`src/rtl/vfu_pkg.sv`:
```
// Shared types and widths for the CPU-to-Vfu command path.
package vfu_pkg;

  localparam int VFU_RND_W = 3;
  localparam int VFU_CMD_W = 99;

  typedef struct packed {
    logic [31:0]          instruction;
    logic [31:0]          inputs_0;
    logic [31:0]          inputs_1;
    logic [VFU_RND_W-1:0] rounding;
  } vfu_cmd_t;

endpackage

```
`src/rtl/vfu_cmd_store.sv`:
```
// Command storage: DEPTH x VFU_CMD_W registers, one write port,
// one asynchronous read port, asynchronous clear of every entry.
module vfu_cmd_store
  import vfu_pkg::*;
#(
  parameter int DEPTH = 4,
  parameter int AW    = 2
) (
  input  logic                 clk,
  input  logic                 reset,
  input  logic                 we,
  input  logic [AW-1:0]        waddr,
  input  logic [VFU_CMD_W-1:0] wdata,
  input  logic [AW-1:0]        raddr,
  output logic [VFU_CMD_W-1:0] rdata
);

  logic [VFU_CMD_W-1:0] mem [DEPTH];

  // Write one entry per cycle; reset wipes all entries so stale data reads as zero.
  always_ff @(posedge clk or negedge reset) begin
    if (!reset) begin
      for (int i = 0; i < DEPTH; i++) begin
        mem[i] <= '0;
      end
    end else if (we) begin
      mem[waddr] <= wdata;
    end
  end

  // Head entry is read straight out of the register array.
  always_comb begin
    rdata = mem[raddr];
  end

endmodule

```
`src/rtl/vfu_cmd_fifo.sv`:
```
// Command FIFO between the CPU custom-instruction port and the Vfu cmd port.
// cmd_ready depends only on registered occupancy.
// Optional macro VFU_CMD_FIFO_BYPASS_EN: when empty and the Vfu is ready,
// an incoming command passes straight through in the same cycle without
// being stored.
module vfu_cmd_fifo
  import vfu_pkg::*;
#(
  parameter int DEPTH = 4,
  parameter int LVL_W = $clog2(DEPTH) + 1
) (
  input  logic        clk,
  input  logic        reset,
  input  logic        cmd_valid,
  output logic        cmd_ready,
  input  logic [31:0] cmd_payload_instruction,
  input  logic [31:0] cmd_payload_inputs_0,
  input  logic [31:0] cmd_payload_inputs_1,
  input  logic [2:0]  cmd_payload_rounding,
  output logic        out_valid,
  input  logic        out_ready,
  output logic [31:0] out_payload_instruction,
  output logic [31:0] out_payload_inputs_0,
  output logic [31:0] out_payload_inputs_1,
  output logic [2:0]  out_payload_rounding,
  output logic [LVL_W-1:0] level
);

  localparam int PTR_W = $clog2(DEPTH);

  logic [PTR_W-1:0] wr_ptr;
  logic [PTR_W-1:0] rd_ptr;
  logic             full;
  logic             empty;
  logic             bypass;
  logic             push;
  logic             pop;
  vfu_cmd_t         cmd_in;
  vfu_cmd_t         head;
  vfu_cmd_t         out_cmd;
  logic [VFU_CMD_W-1:0] head_raw;

  // Pack the incoming command into the stored record.
  always_comb begin
    cmd_in.instruction = cmd_payload_instruction;
    cmd_in.inputs_0    = cmd_payload_inputs_0;
    cmd_in.inputs_1    = cmd_payload_inputs_1;
    cmd_in.rounding    = cmd_payload_rounding;
  end

  // Handshake decode; ready comes only from the registered level.
  always_comb begin
    full      = (level == LVL_W'(DEPTH));
    empty     = (level == '0);
    cmd_ready = !full;
`ifdef VFU_CMD_FIFO_BYPASS_EN
    bypass    = empty && cmd_valid && out_ready;
`else
    bypass    = 1'b0;
`endif
    push      = cmd_valid && cmd_ready && !bypass;
    pop       = !empty && out_ready;
    out_valid = !empty || bypass;
  end

  vfu_cmd_store #(
    .DEPTH (DEPTH),
    .AW    (PTR_W)
  ) u_store (
    .clk   (clk),
    .reset (reset),
    .we    (push),
    .waddr (wr_ptr),
    .wdata (cmd_in),
    .raddr (rd_ptr),
    .rdata (head_raw)
  );

  // Select the head entry or, in the pass-through case, the live command.
  always_comb begin
    head = vfu_cmd_t'(head_raw);
`ifdef VFU_CMD_FIFO_BYPASS_EN
    out_cmd = bypass ? cmd_in : head;
`else
    out_cmd = head;
`endif
    out_payload_instruction = out_cmd.instruction;
    out_payload_inputs_0    = out_cmd.inputs_0;
    out_payload_inputs_1    = out_cmd.inputs_1;
    out_payload_rounding    = out_cmd.rounding;
  end

  // Pointers wrap naturally at DEPTH; level is tracked separately so full and empty are unambiguous.
  always_ff @(posedge clk or negedge reset) begin
    if (!reset) begin
      wr_ptr <= '0;
      rd_ptr <= '0;
      level  <= '0;
    end else begin
      if (push) wr_ptr <= wr_ptr + PTR_W'(1);
      if (pop)  rd_ptr <= rd_ptr + PTR_W'(1);
      case ({push, pop})
        2'b10:   level <= level + LVL_W'(1);
        2'b01:   level <= level - LVL_W'(1);
        default: level <= level;
      endcase
    end
  end

endmodule

```
`config.mk`:
```
export PLATFORM = sky130hd
export DESIGN_NAME = vfu_cmd_fifo
export DESIGN_NICKNAME = d
export VERILOG_FILES = /design/src/rtl/vfu_pkg.sv /design/src/rtl/vfu_cmd_store.sv /design/src/rtl/vfu_cmd_fifo.sv
export SDC_FILE = /design/constraint.sdc
export NUM_CORES = 1
export LEC_CHECK = 0
export BUFFER_PORTS_ARGS = -buffer_cell sky130_fd_sc_hd__buf_2
export CAP_MARGIN = 20
export CORE_MARGIN = 10
export CORE_UTILIZATION = 39
export DETAILED_ROUTE_END_ITERATION = 8
export PLACE_DENSITY = 0.65
export REMOVE_ABC_BUFFERS = 1
export SLEW_MARGIN = 20
export SYNTH_ARGS = -nofsm -noshare
export SYNTH_HDL_FRONTEND = slang
export SYNTH_SLANG_ARGS = --single-unit
export TNS_END_PERCENT = 10
```
`constraint.sdc`:
```
create_clock -name clk -period 2.65 [get_ports clk]
set_input_delay 0 -clock clk [delete_from_list [all_inputs] [get_ports clk]]
set_output_delay 0 -clock clk [all_outputs]
set_load 0.05 [all_outputs]
```
=== Word level (Yosys, flattened, before mapping) ===
Index checks and enable logic that the tools add are counted.

* Bits in registers: 403
* Input port bits: 103
* Output and inout bits: 104
* Logic and storage cells: 33

* Add/sub/neg operators: 4
* Order comparisons: 3
* Equal/unequal tests: 3
* Mux-type cells: 7
* Bitwise operators: 2
* Reduce and logical (&&, ||, !) cells: 7

{| class="wikitable"
|+ Operators by type and width
! cell !! count
|-
| $bwmux 396 || 1
|-
| $mux 99 || 3
|-
| $bmux 99 s2 || 1
|-
| $demux 99 s2 || 1
|-
| $ge 3x3->1 const B || 2
|-
| $not 2->3 || 2
|-
| $pmux 3 s2 || 1
|-
| $add 2x1->2 const B || 2
|-
| $add 3x1->3 const B || 1
|-
| $eq 3x3->1 const B || 1
|-
| $logic_and 1x1->1 || 3
|-
| $logic_not 3->1 || 1
|-
| $lt 3x1->1 const B || 1
|-
| $sub 3x1->3 const B || 1
|-
| $eq 2x1->1 const B || 1
|-
| $eq 2x2->1 const B || 1
|-
| $logic_not 1->1 || 2
|-
| $reduce_bool 2->1 || 1
|}

=== Depth between registers and ports, before layout ===
Gate-level depths: netlist of the first run.

* Depth in word-level cells: 6
* Mapped depth: 9
* Gate-level depth less buffers: 8

=== Modules after synthesis ===
Synthesis of the first run repeated with hierarchy kept, for this count alone.

* Cells, all modules: 989
* Area total of the unflattened synthesis: 17433.0 µm²

{| class="wikitable"
|+ By module, submodules not included
! module !! instances !! cells each !! area an instance (µm²) !! sequential area each (µm²)
|-
| vfu_cmd_store || 1 || 960 || 17082.6 || 9909.5
|-
| vfu_cmd_fifo || 1 || 29 || 350.3 || 175.2
|}

=== Least setup slack after synthesis of the first run ===
Ideal clock, no wire load.

* Kind: register to register
* Start point: reg level[2]
* End point: reg level[2]
* Arrival: 2395 ps
* Required time: 2568 ps
* Path slack: 173 ps
* Stages on the path, launching flop included: 10
* Path buffers: 1
* Clock period less this slack: 2477 ps
* Cells stage by stage: dfrtp_1 > or3b_1 > buf_2 > nand2_1 > ha_1 > inv_1 > fa_1 > xor2_1 > nor2_1 > xor2_1

* Cells in the longest elaborated chain, start to end: 5
* Elaborated cells between the ends (all ways): 12
* Classes of those cells: add/sub (2); eq/ne (3); mux (1); reduce/logical (6)

{| class="wikitable"
|+ Ends and longest elaborated chain
! item !! line !! RTL
|-
| start, declared || vfu_cmd_fifo.sv:26 || <nowiki>output logic [LVL_W-1:0] level</nowiki>
|-
| start signal, assigned || vfu_cmd_fifo.sv:103 || <nowiki>2'b10: level <= level + LVL_W'(1);</nowiki>
|-
| start signal, assigned || vfu_cmd_fifo.sv:104 || <nowiki>2'b01: level <= level - LVL_W'(1);</nowiki>
|-
| start signal, assigned || vfu_cmd_fifo.sv:105 || <nowiki>default: level <= level;</nowiki>
|-
| $eq 3x3->1 * || vfu_cmd_fifo.sv:53 || <nowiki>full = (level == LVL_W'(DEPTH));</nowiki>
|-
| $logic_not 1->1 * || vfu_cmd_fifo.sv:55 || <nowiki>cmd_ready = !full;</nowiki>
|-
| net cmd_ready || vfu_cmd_fifo.sv:15 || <nowiki>output logic cmd_ready,</nowiki>
|-
| $logic_and 1x1->1 * || vfu_cmd_fifo.sv:61 || <nowiki>push = cmd_valid && cmd_ready && !bypass;</nowiki>
|-
| $eq 2x1->1 / $eq 2x2->1 (equally long branches) || vfu_cmd_fifo.sv:102 || <nowiki>case ({push, pop})</nowiki>
|-
| $pmux 3 s2 / $reduce_bool 2->1 (equally long branches) || n/a ||
|}

Mark *: on every way through the listed nets, which the timed path passes. The rest lies on a longest branch.
A chain may end at the register's enable or synchronous reset.

=== Final worst setup path of the first run ===
* Start point: reg rd_ptr[0]
* End point: out out_payload_rounding[2]

* Cells in the longest elaborated chain, start to end: 4

{| class="wikitable"
|+ Ends and longest elaborated chain
! item !! line !! RTL
|-
| start, declared || vfu_cmd_fifo.sv:32 || <nowiki>logic [PTR_W-1:0] rd_ptr;</nowiki>
|-
| start signal, assigned || vfu_cmd_fifo.sv:101 || <nowiki>if (pop) rd_ptr <= rd_ptr + PTR_W'(1);</nowiki>
|-
| $not 2->3 (implied by the code) || vfu_cmd_store.sv:33 || <nowiki>rdata = mem[raddr];</nowiki>
|-
| $bmux 99 s2 || vfu_cmd_store.sv:33 ||
|-
| $mux 99 (implied by the code) (2 in a row) || vfu_cmd_store.sv:33 ||
|-
| end, declared || vfu_cmd_fifo.sv:25 || <nowiki>output logic [2:0] out_payload_rounding,</nowiki>
|}

No other way between the ends. The select of a mux whose other input is x is not followed.

==> results of run 1 <==
==> worst max-delay path: cells and delay by family, from the launching register on <==
family	cells	cell delay, ns
multiplexers	1	0.54
buffers and inverters	3	0.72
flip-flops	1	0.65
==> logic make-up after synthesis <==
kind of cell               synth area share (%)
buffers and inverters                      2.35
xor gates and xnor gates                  0.299
and+or+nand+nor                           0.292
DFF                                        57.5
muxes                                      39.1
adders and majority gates                 0.470
AOI/OAI and AO/OA                        0.0499
==> registers in the layout (all words and copies together), names as in the netlist <==
name / count
level: 3
rd_ptr: 2
u_store.mem: 396
wr_ptr: 2
==> worst min path at each step <==
stage                     depth (start not counted)                to  startpoint  slack [ns]
after floorplan                                   0          level[0]       reset       -0.30
after CTS                                         2  u_store.mem[308]       reset        0.05
after detailed placement                          1  u_store.mem[308]       reset        0.07
final                                             2  u_store.mem[369]       reset        0.05
after global placement                            1  u_store.mem[332]       reset        0.06
after global routing                              2  u_store.mem[233]       reset        0.12
==> layout make-up <==
cell class	instances	area [sq um]	area share, %
clock inverter	7	91.3	0.415
inverter	5	18.8	0.0854
tap	592	741	3.37
multi-input combinational	519	7080	32.2
sequential	403	10100	45.9
clock buffer	70	1340	6.10
timing repair buffer	353	2630	11.9
==> cell usage in the layout (no fill, tap or decap), drive strengths merged, types with 2 or more instances in the layout <==
cell type    instances
dfrtp              403
mux2               397
buf                251
dlygate4sd3        102
mux4                99
clkbuf              70
inv                  5
ha                   5
and3                 4
clkinv               4
xnor2                3
xor2                 3
nand2                2
bufinv               2
==> what timing repair did <==
action,CTS,global route
hold buffers,102,0
endpoints found under the setup margin,0,0
hold endpoints to repair,547,0
==> metal layers <==
metal  wire, um  part of all wire (%)  vias to the layer above  global-route usage [%]
met1      18000                    45                     5323                    20.4
li1           -                     -                     4371                       -
met4        607                   1.5                        0                    3.94
met2      19200                    48                      191                    23.9
met3       2110                   5.3                       44                    3.64
met5          0                     0                        -                       0
==> stage by stage <==
stage	TNS, ns	cell area (sq um)	hold WS, ns
after global routing	0	22000	0.116
final	0	22000	0.0459
after detailed placement	0	19500	0.0743
after floorplan	-886.03	17200	-0.296
after CTS	0	22000	0.0544
after global placement	0	19500	0.0609
==> reports/results.txt, run 1 <==
Synth top area share: 57.5%
Post-synth EDFFs: 0
count of buffers inserted at the top-level ports: 206
effective utilization at floorplan: 39.6%
nature of the critical path startpoint: register
area leader, netlist: sky130_fd_sc_hd__dfrtp_1
post-cts resize count: 0
detailed router's first-iteration violation count: 466
Cell Count, Final, Fillers Out: 1949
Clock Root Buffer: sky130_fd_sc_hd__clkbuf_16
RSZ-0062 raised after global routing: false
combined global-route utilization of all metal layers: 15.1%
measured slew at the worst slew-check pin: 0.696 ns
vias in the first global route: 11400
Mapped Area: 17600 sq um
routed len/inst: 20.5 um
initial antenna violation count: 0
number of post-CTS setup repair buffers: 0
routed vias: 9929
H-Tree Depth: 2
die width: 232 um
Max Cap Viol: 0
mean area per synthesized cell: 17.7 sq um
number of warnings reported in the yosys synthesis log: 0
via/cell ratio: 5.09
max-slew violation count: 0
register bit total from synthesis: 403
number of antenna cells inserted: 0
CP max FO: 19
die area: 53900 sq um
CTS Buffer Depth: 3
count leader, synth: sky130_fd_sc_hd__dfrtp_1
core occupancy in the finished layout: 49.6%
FFs w/ async S/R, synth: 100%
most common library cells after synthesis: sky130_fd_sc_hd__dfrtp_1, sky130_fd_sc_hd__mux2_2, sky130_fd_sc_hd__mux4_2, sky130_fd_sc_hd__buf_2, sky130_fd_sc_hd__mux2_4
die height: 232 um
area of the core: 44300 sq um
clock transition at the register clock pins on the worst setup and hold paths after CTS: 0.06 ns
number of ports placed on the die boundary: 207
total wirelength of the detailed-routed design: 39900 um
remaining antenna violation count after routing: 0
number of nets in the layout: 1435
reg2reg setup slack: 0.42 ns
Critical R2R Capture: level[2]
cells taking the most area after synthesis: sky130_fd_sc_hd__dfrtp_1, sky130_fd_sc_hd__mux2_2, sky130_fd_sc_hd__mux4_2
period utilization: 93.9%
most frequent cell on the critical path: sky130_fd_sc_hd__buf_12
start-to-end type of the worst setup path: reg -> out
Post-Syn Instances: 994
WP data arrival: 2.49 ns
commonest register cell after synthesis: sky130_fd_sc_hd__dfrtp_1
clk sink count: 403
pin count of the biggest net entering global routing: 87
CTS tree: built
layout overhead on the synthesized area: 25.2%
status: finished, final reports clean
final HPWL from detailed placement: 25800 um
highest achievable clock rate: 402 MHz
Core Rows: 77
Worst setup EP type: output port
Remaining Overflow, GRT: 0
fraction of layout instances using a drive strength above 1: 60.2%
crit path max-delay cell type: sky130_fd_sc_hd__dfrtp_4
sequential cell area fraction in the yosys report: 57.5%
gp weighted congestion: 0.730
class of the tightest hold or removal check: in -> async
cell-by-cell listing of the critical path: buf_12 -> buf_12 -> mux4_2 -> buf_2
Pre-Repair DR Iteration Count: 4
reg2reg path depth: 8
worst max-slew margin expressed relative to the limit: 53.6%
Cell Count Post-Placement: 1770
reg-to-reg startpoint: level[0]
delay contributed by the slowest stage of the critical path: 0.65 ns
post-layout worst setup margin: 0.161 ns
wire length of the first global-routing pass: 65200 um
Final min period: 2.49 ns
Setup crit end: out_payload_rounding[2]
worst setup path start: rd_ptr[0]
hold violation total from the final report: 0
count of unique library cells instantiated by Yosys: 20
CTS Buf Count: 44
clock latency reported for the late side of the worst-skew pair: 0.56 ns
worst setup slack before clock tree synthesis: 0.443 ns
final worst clock skew: 0.0155 ns
remaining design rule violation count: 0
Critical Path RT: 2.65 ns
filler cell count: 3700
count of final setup violators: 0
Power of run 1 is left out: the tool's default activity adds up to more than one toggle a clock period on the data nets, which glitch-free logic cannot reach.
==> run 2: changes to the inputs <==
--- a/config.mk
+++ b/config.mk
@@ -5,7 +5,7 @@
 export SDC_FILE = /design/constraint.sdc
 export NUM_CORES = 1
 export LEC_CHECK = 0
-export BUFFER_PORTS_ARGS = -buffer_cell sky130_fd_sc_hd__buf_2
+export BUFFER_PORTS_ARGS = -buffer_cell sky130_fd_sc_hd__buf_4
 export CAP_MARGIN = 20
 export CORE_MARGIN = 10
 export CORE_UTILIZATION = 39
==> reports/results.txt, run 2 (same netlist as run 1, synthesis figures left out) <==
status: finished, final reports clean
fraction of layout instances using a drive strength above 1: 59.6%
buffers and inverters on the worst path: 1
max-slew violation count: 0
via/cell ratio: 5.12
class of the tightest hold or removal check: in -> async
vias in the first global route: 11300
cell-by-cell listing of the critical path: or3b_1 -> nand2_1 -> ha_1 -> inv_1 -> fa_1 -> xor2_1 -> nor2_1 -> xor2_1
number of nets in the layout: 1419
most common library cell in the layout ignoring fill and taps: sky130_fd_sc_hd__dfrtp_1
WP data arrival: 2.70 ns
highest achievable clock rate: 449 MHz
leading cell types in the layout, fill and taps excluded: sky130_fd_sc_hd__dfrtp_1, sky130_fd_sc_hd__mux2_2, sky130_fd_sc_hd__buf_4, sky130_fd_sc_hd__dlygate4sd3_1, sky130_fd_sc_hd__mux4_2
CTS tree: built
hold violation total from the final report: 0
remaining antenna violation count after routing: 0
clock transition at the register clock pins on the worst setup and hold paths after CTS: 0.06 ns
total wirelength of the detailed-routed design: 39500 um
die height: 232 um
Max Cap Viol: 0
die area: 53900 sq um
combined global-route utilization of all metal layers: 14.9%
final worst clock skew: 0.00768 ns
largest registers ranked by flip-flop count: u_store.mem (396), level (3)
post-layout worst setup margin: 0.423 ns
remaining design rule violation count: 0
count of buffers inserted at the top-level ports: 206
reg-to-reg startpoint: level[0]
Worst setup EP type: register
most frequent cell on the critical path: sky130_fd_sc_hd__xor2_1
effective utilization at floorplan: 39.6%
final HPWL from detailed placement: 24000 um
initial antenna violation count: 2
Final min period: 2.23 ns
layout overhead on the synthesized area: 26.8%
measured slew at the worst slew-check pin: 0.657 ns
CTS Buffer Depth: 3
count of final setup violators: 0
gp weighted congestion: 0.726
Critical Path RT: 3.13 ns
routed len/inst: 20.4 um
Remaining Overflow, GRT: 0
nature of the critical path startpoint: register
die width: 232 um
number of post-CTS setup repair buffers: 0
worst setup slack before clock tree synthesis: 0.448 ns
detailed router's first-iteration violation count: 397
Core Rows: 77
period utilization: 84.0%
worst max-slew margin expressed relative to the limit: 56.2%
routed vias: 9879
Pre-Repair DR Iteration Count: 4
max FFs per register: 396
post-cts resize count: 0
register bank with the most flops: u_store.mem
Clock Root Buffer: sky130_fd_sc_hd__clkbuf_16
delay contributed by the slowest stage of the critical path: 0.48 ns
H-Tree Depth: 2
reg2reg path depth: 8
pin count of the biggest net entering global routing: 86
number of ports placed on the die boundary: 207
clk sink count: 403
cts-stage hold buffer count: 104
cell family with most CP delay: simple AND/OR/NAND/NOR gates
worst setup path start: level[0]
area of the core: 44300 sq um
wire length of the first global-routing pass: 64300 um
crit path max-delay cell type: sky130_fd_sc_hd__or3b_1
CP Depth: 8
start-to-end type of the worst setup path: reg -> reg
CP max FO: 6
RSZ-0062 raised after global routing: false
CTS Buf Count: 44
clock latency reported for the late side of the worst-skew pair: 0.55 ns
## run 2: changes by cell type in the layout (fill, tap and decap cells not counted), moves of 3 or more
| cell | change |
|---|---|
| sky130_fd_sc_hd__buf_2 | -205 |
| sky130_fd_sc_hd__buf_4 | +190 |
| sky130_fd_sc_hd__clkbuf_8 | -4 |
| sky130_fd_sc_hd__buf_12 | -3 |
| sky130_fd_sc_hd__clkinv_2 | +3 |
## run 2: worst paths after layout
check	slack, ns	endpoint
hold reg to reg	0.50	u_store.mem[137]
setup / recovery	0.42	level[2]
min in group clk	0.24	u_store.mem[70]
max in group asynchronous	1.66	u_store.mem[319]
setup reg to reg	0.42	level[2]
hold / removal	0.02	u_store.mem[233]
## run 2: cell type report
| class | instances | area, sq um |
|---|---|---|
| fill | 3711 | 22100 |
| inverter | 5 | 18.8 |
| multi-input combinational | 519 | 7080 |
| antenna | 2 | 5.00 |
| clock inverter | 8 | 68.8 |
| clock buffer | 64 | 1280 |
| tap | 592 | 741 |
| sequential | 403 | 10100 |
| timing repair buffer | 337 | 2990 |
## run 2: metrics by stage
stage	setup TNS, ns	area [sq um]	utilization, %	hold WS (ns)	cells
finish	0	22300	50.2	0.0203	1930
global route	0	22300	50.2	0.0778	1930
CTS	0	22300	50.2	0.0404	1928
detailed placement	0	19900	44.8	0.0478	1752
global placement	0	19900	44.8	0.0393	1752
floorplan	-886.03	17200	-	-0.296	927
## run 2: layer usage
layer / vias up / routed length, um / track usage, %
met5: - / 0 / 0
met4: 0 / 635 / 3.86
met3: 44 / 2220 / 3.77
met2: 179 / 19000 / 24.0
met1: 5320 / 17600 / 19.6
li1: 4336 / - / -
Power of run 2 is left out for the same reason.
==> run 3: changes to the inputs <==
--- a/config.mk
+++ b/config.mk
@@ -10,7 +10,7 @@
 export CORE_MARGIN = 10
 export CORE_UTILIZATION = 39
 export DETAILED_ROUTE_END_ITERATION = 8
-export PLACE_DENSITY = 0.65
+export PLACE_DENSITY = 0.67
 export REMOVE_ABC_BUFFERS = 1
 export SLEW_MARGIN = 20
 export SYNTH_ARGS = -nofsm -noshare
==> constraint.sdc (replaced) <==
create_clock -name clk -period 1.8 [get_ports clk]
set_input_delay 0 -clock clk [delete_from_list [all_inputs] [get_ports clk]]
set_output_delay 0 -clock clk [all_outputs]
set_load 0.05 [all_outputs]
==> reports/results.txt, run 3 (same netlist as run 1, synthesis figures left out) <==
number of antenna cells inserted: 0
period utilization: 117%
reg-to-reg startpoint: level[0]
H-Tree Depth: 2
number of nets in the layout: 1450
Core Rows: 77
remaining design rule violation count: 0
Remaining Overflow, GRT: 0
CTS Buf Count: 45
Post-DP Area: 20100 sq um
measured slew at the worst slew-check pin: 0.400 ns
Max Cap Viol: 0
hold violation total from the final report: 0
number of ports placed on the die boundary: 207
CTS Buffer Depth: 3
final worst clock skew: 0.0172 ns
CP Depth: 4
pin count of the biggest net entering global routing: 76
CTS tree: built
Worst setup EP type: output port
class of the tightest hold or removal check: in -> async
remaining antenna violation count after routing: 0
nature of the critical path startpoint: register
clk sink count: 403
Final min period: 2.10 ns
Setup crit end: out_payload_inputs_0[20]
status: finished with violations
die area: 53900 sq um
delay contributed by the slowest stage of the critical path: 0.54 ns
fraction of layout instances using a drive strength above 1: 61.1%
leading cell types in the layout, fill and taps excluded: sky130_fd_sc_hd__dfrtp_1, sky130_fd_sc_hd__mux2_2, sky130_fd_sc_hd__buf_4, sky130_fd_sc_hd__dlygate4sd3_1, sky130_fd_sc_hd__buf_6
Pre-Repair DR Iteration Count: 4
routed len/inst: 21.4 um
count of buffers inserted at the top-level ports: 206
area of the core: 44300 sq um
reg2reg setup slack: -0.09 ns
largest registers ranked by flip-flop count: u_store.mem (396), level (3)
max FFs per register: 396
Setup Total Neg Slack: -28.51 ns
total wirelength of the detailed-routed design: 42200 um
reg2reg path depth: 8
register bank with the most flops: u_store.mem
Critical Path RT: 1.80 ns
wire length of the first global-routing pass: 66900 um
final instance area: 23400 sq um
violated checks: setup timing
detailed router's first-iteration violation count: 428
RSZ-0062 raised after global routing: true
count of final setup violators: 220
combined global-route utilization of all metal layers: 15.8%
routed vias: 10100
worst max-slew margin expressed relative to the limit: 73.3%
final HPWL from detailed placement: 25400 um
worst setup path start: rd_ptr[0]
die width: 232 um
most common library cell in the layout ignoring fill and taps: sky130_fd_sc_hd__dfrtp_1
highest achievable clock rate: 475 MHz
layout overhead on the synthesized area: 33.4%
vias in the first global route: 11500
gp weighted congestion: 0.725
clock latency reported for the late side of the worst-skew pair: 0.57 ns
die height: 232 um
clock transition at the register clock pins on the worst setup and hold paths after CTS: 0.06 ns
crit path max-delay cell type: sky130_fd_sc_hd__mux4_2
Clock Root Buffer: sky130_fd_sc_hd__clkbuf_16
CP max FO: 9
max-slew violation count: 0
via/cell ratio: 5.12
effective utilization at floorplan: 39.6%
cell-by-cell listing of the critical path: buf_12 -> buf_16 -> mux4_2 -> buf_6
core occupancy in the finished layout: 52.8%
Cell Count Post-Placement: 1766
initial antenna violation count: 1
cell family with most CP delay: multiplexers
start-to-end type of the worst setup path: reg -> out
Critical R2R Capture: level[2]
Cell Count, Final, Fillers Out: 1970
post-layout worst setup margin: -0.304 ns
buffers and inverters on the worst path: 3
WP data arrival: 2.10 ns
==> run 3: cell types whose count changed in the layout (fill, tap and decap cells not counted), sizes merged <==
cell	change
clkinv	-1
diode	-2
dlygate4sd3	-2
inv	+3
buf	+29
clkinvlp	+1
bufinv	+2
clkbuf	+10
==> run 3: area by class of cell <==
class                           instances  area (sq um)
Inverter                                5          18.8
Tap cell                              592           741
Fill cell                            3607         20900
Clock inverter                         13           156
Timing Repair Buffer                  367          3940
Multi-Input combinational cell        519          7100
Clock buffer                           71          1370
Sequential cell                       403         10100
==> run 3: how the worst min path moves through the flow <==
stage                from                to  slack (ns)  cells past startpoint
floorplan           reset          level[0]       -0.30                      0
global placement    reset  u_store.mem[391]       -0.04                      1
detailed placement  reset  u_store.mem[391]       -0.05                      1
CTS                 reset   u_store.mem[27]        0.11                      3
global route        reset  u_store.mem[128]        0.14                      3
finish              reset  u_store.mem[176]        0.13                      3
==> run 3: worst reg2reg max path, stage by stage, from the launching register on <==
cell and delay [ns]:
sky130_fd_sc_hd__dfrtp_1 0.38, sky130_fd_sc_hd__or3b_4 0.43, sky130_fd_sc_hd__nand2_4 0.09, sky130_fd_sc_hd__ha_4 0.14, sky130_fd_sc_hd__inv_2 0.04, sky130_fd_sc_hd__fa_2 0.33, sky130_fd_sc_hd__xor2_1 0.15, sky130_fd_sc_hd__nor2_1 0.13
sky130_fd_sc_hd__xor2_1 0.14
==> run 3: routing by layer <==
layer / GRT usage, % / vias up / routed length (um)
met4: 4.06 / 2 / 708
li1: - / 4419 / -
met5: 0 / - / 17
met1: 21.0 / 5428 / 18900
met2: 25.7 / 184 / 20700
met3: 3.29 / 51 / 1930
==> run 3: through the flow <==
stage               setup slack [ns]  hold WS [ns]
floorplan                      -2.91        -0.296
global placement              -0.137       -0.0440
detailed placement            -0.195       -0.0469
CTS                           -0.353         0.110
global route                  -0.369         0.140
finish                        -0.304         0.133
==> run 3: timing repair <==
action,in CTS,in global routing
gates resized for setup,112,10
gates cloned,6,3
setup endpoints to repair,136,359
pin swaps,2,7
buffers inserted,5,3
hold buffers,103,0
endpoints found under the hold margin,805,0
Power of run 3 is left out for the same reason.
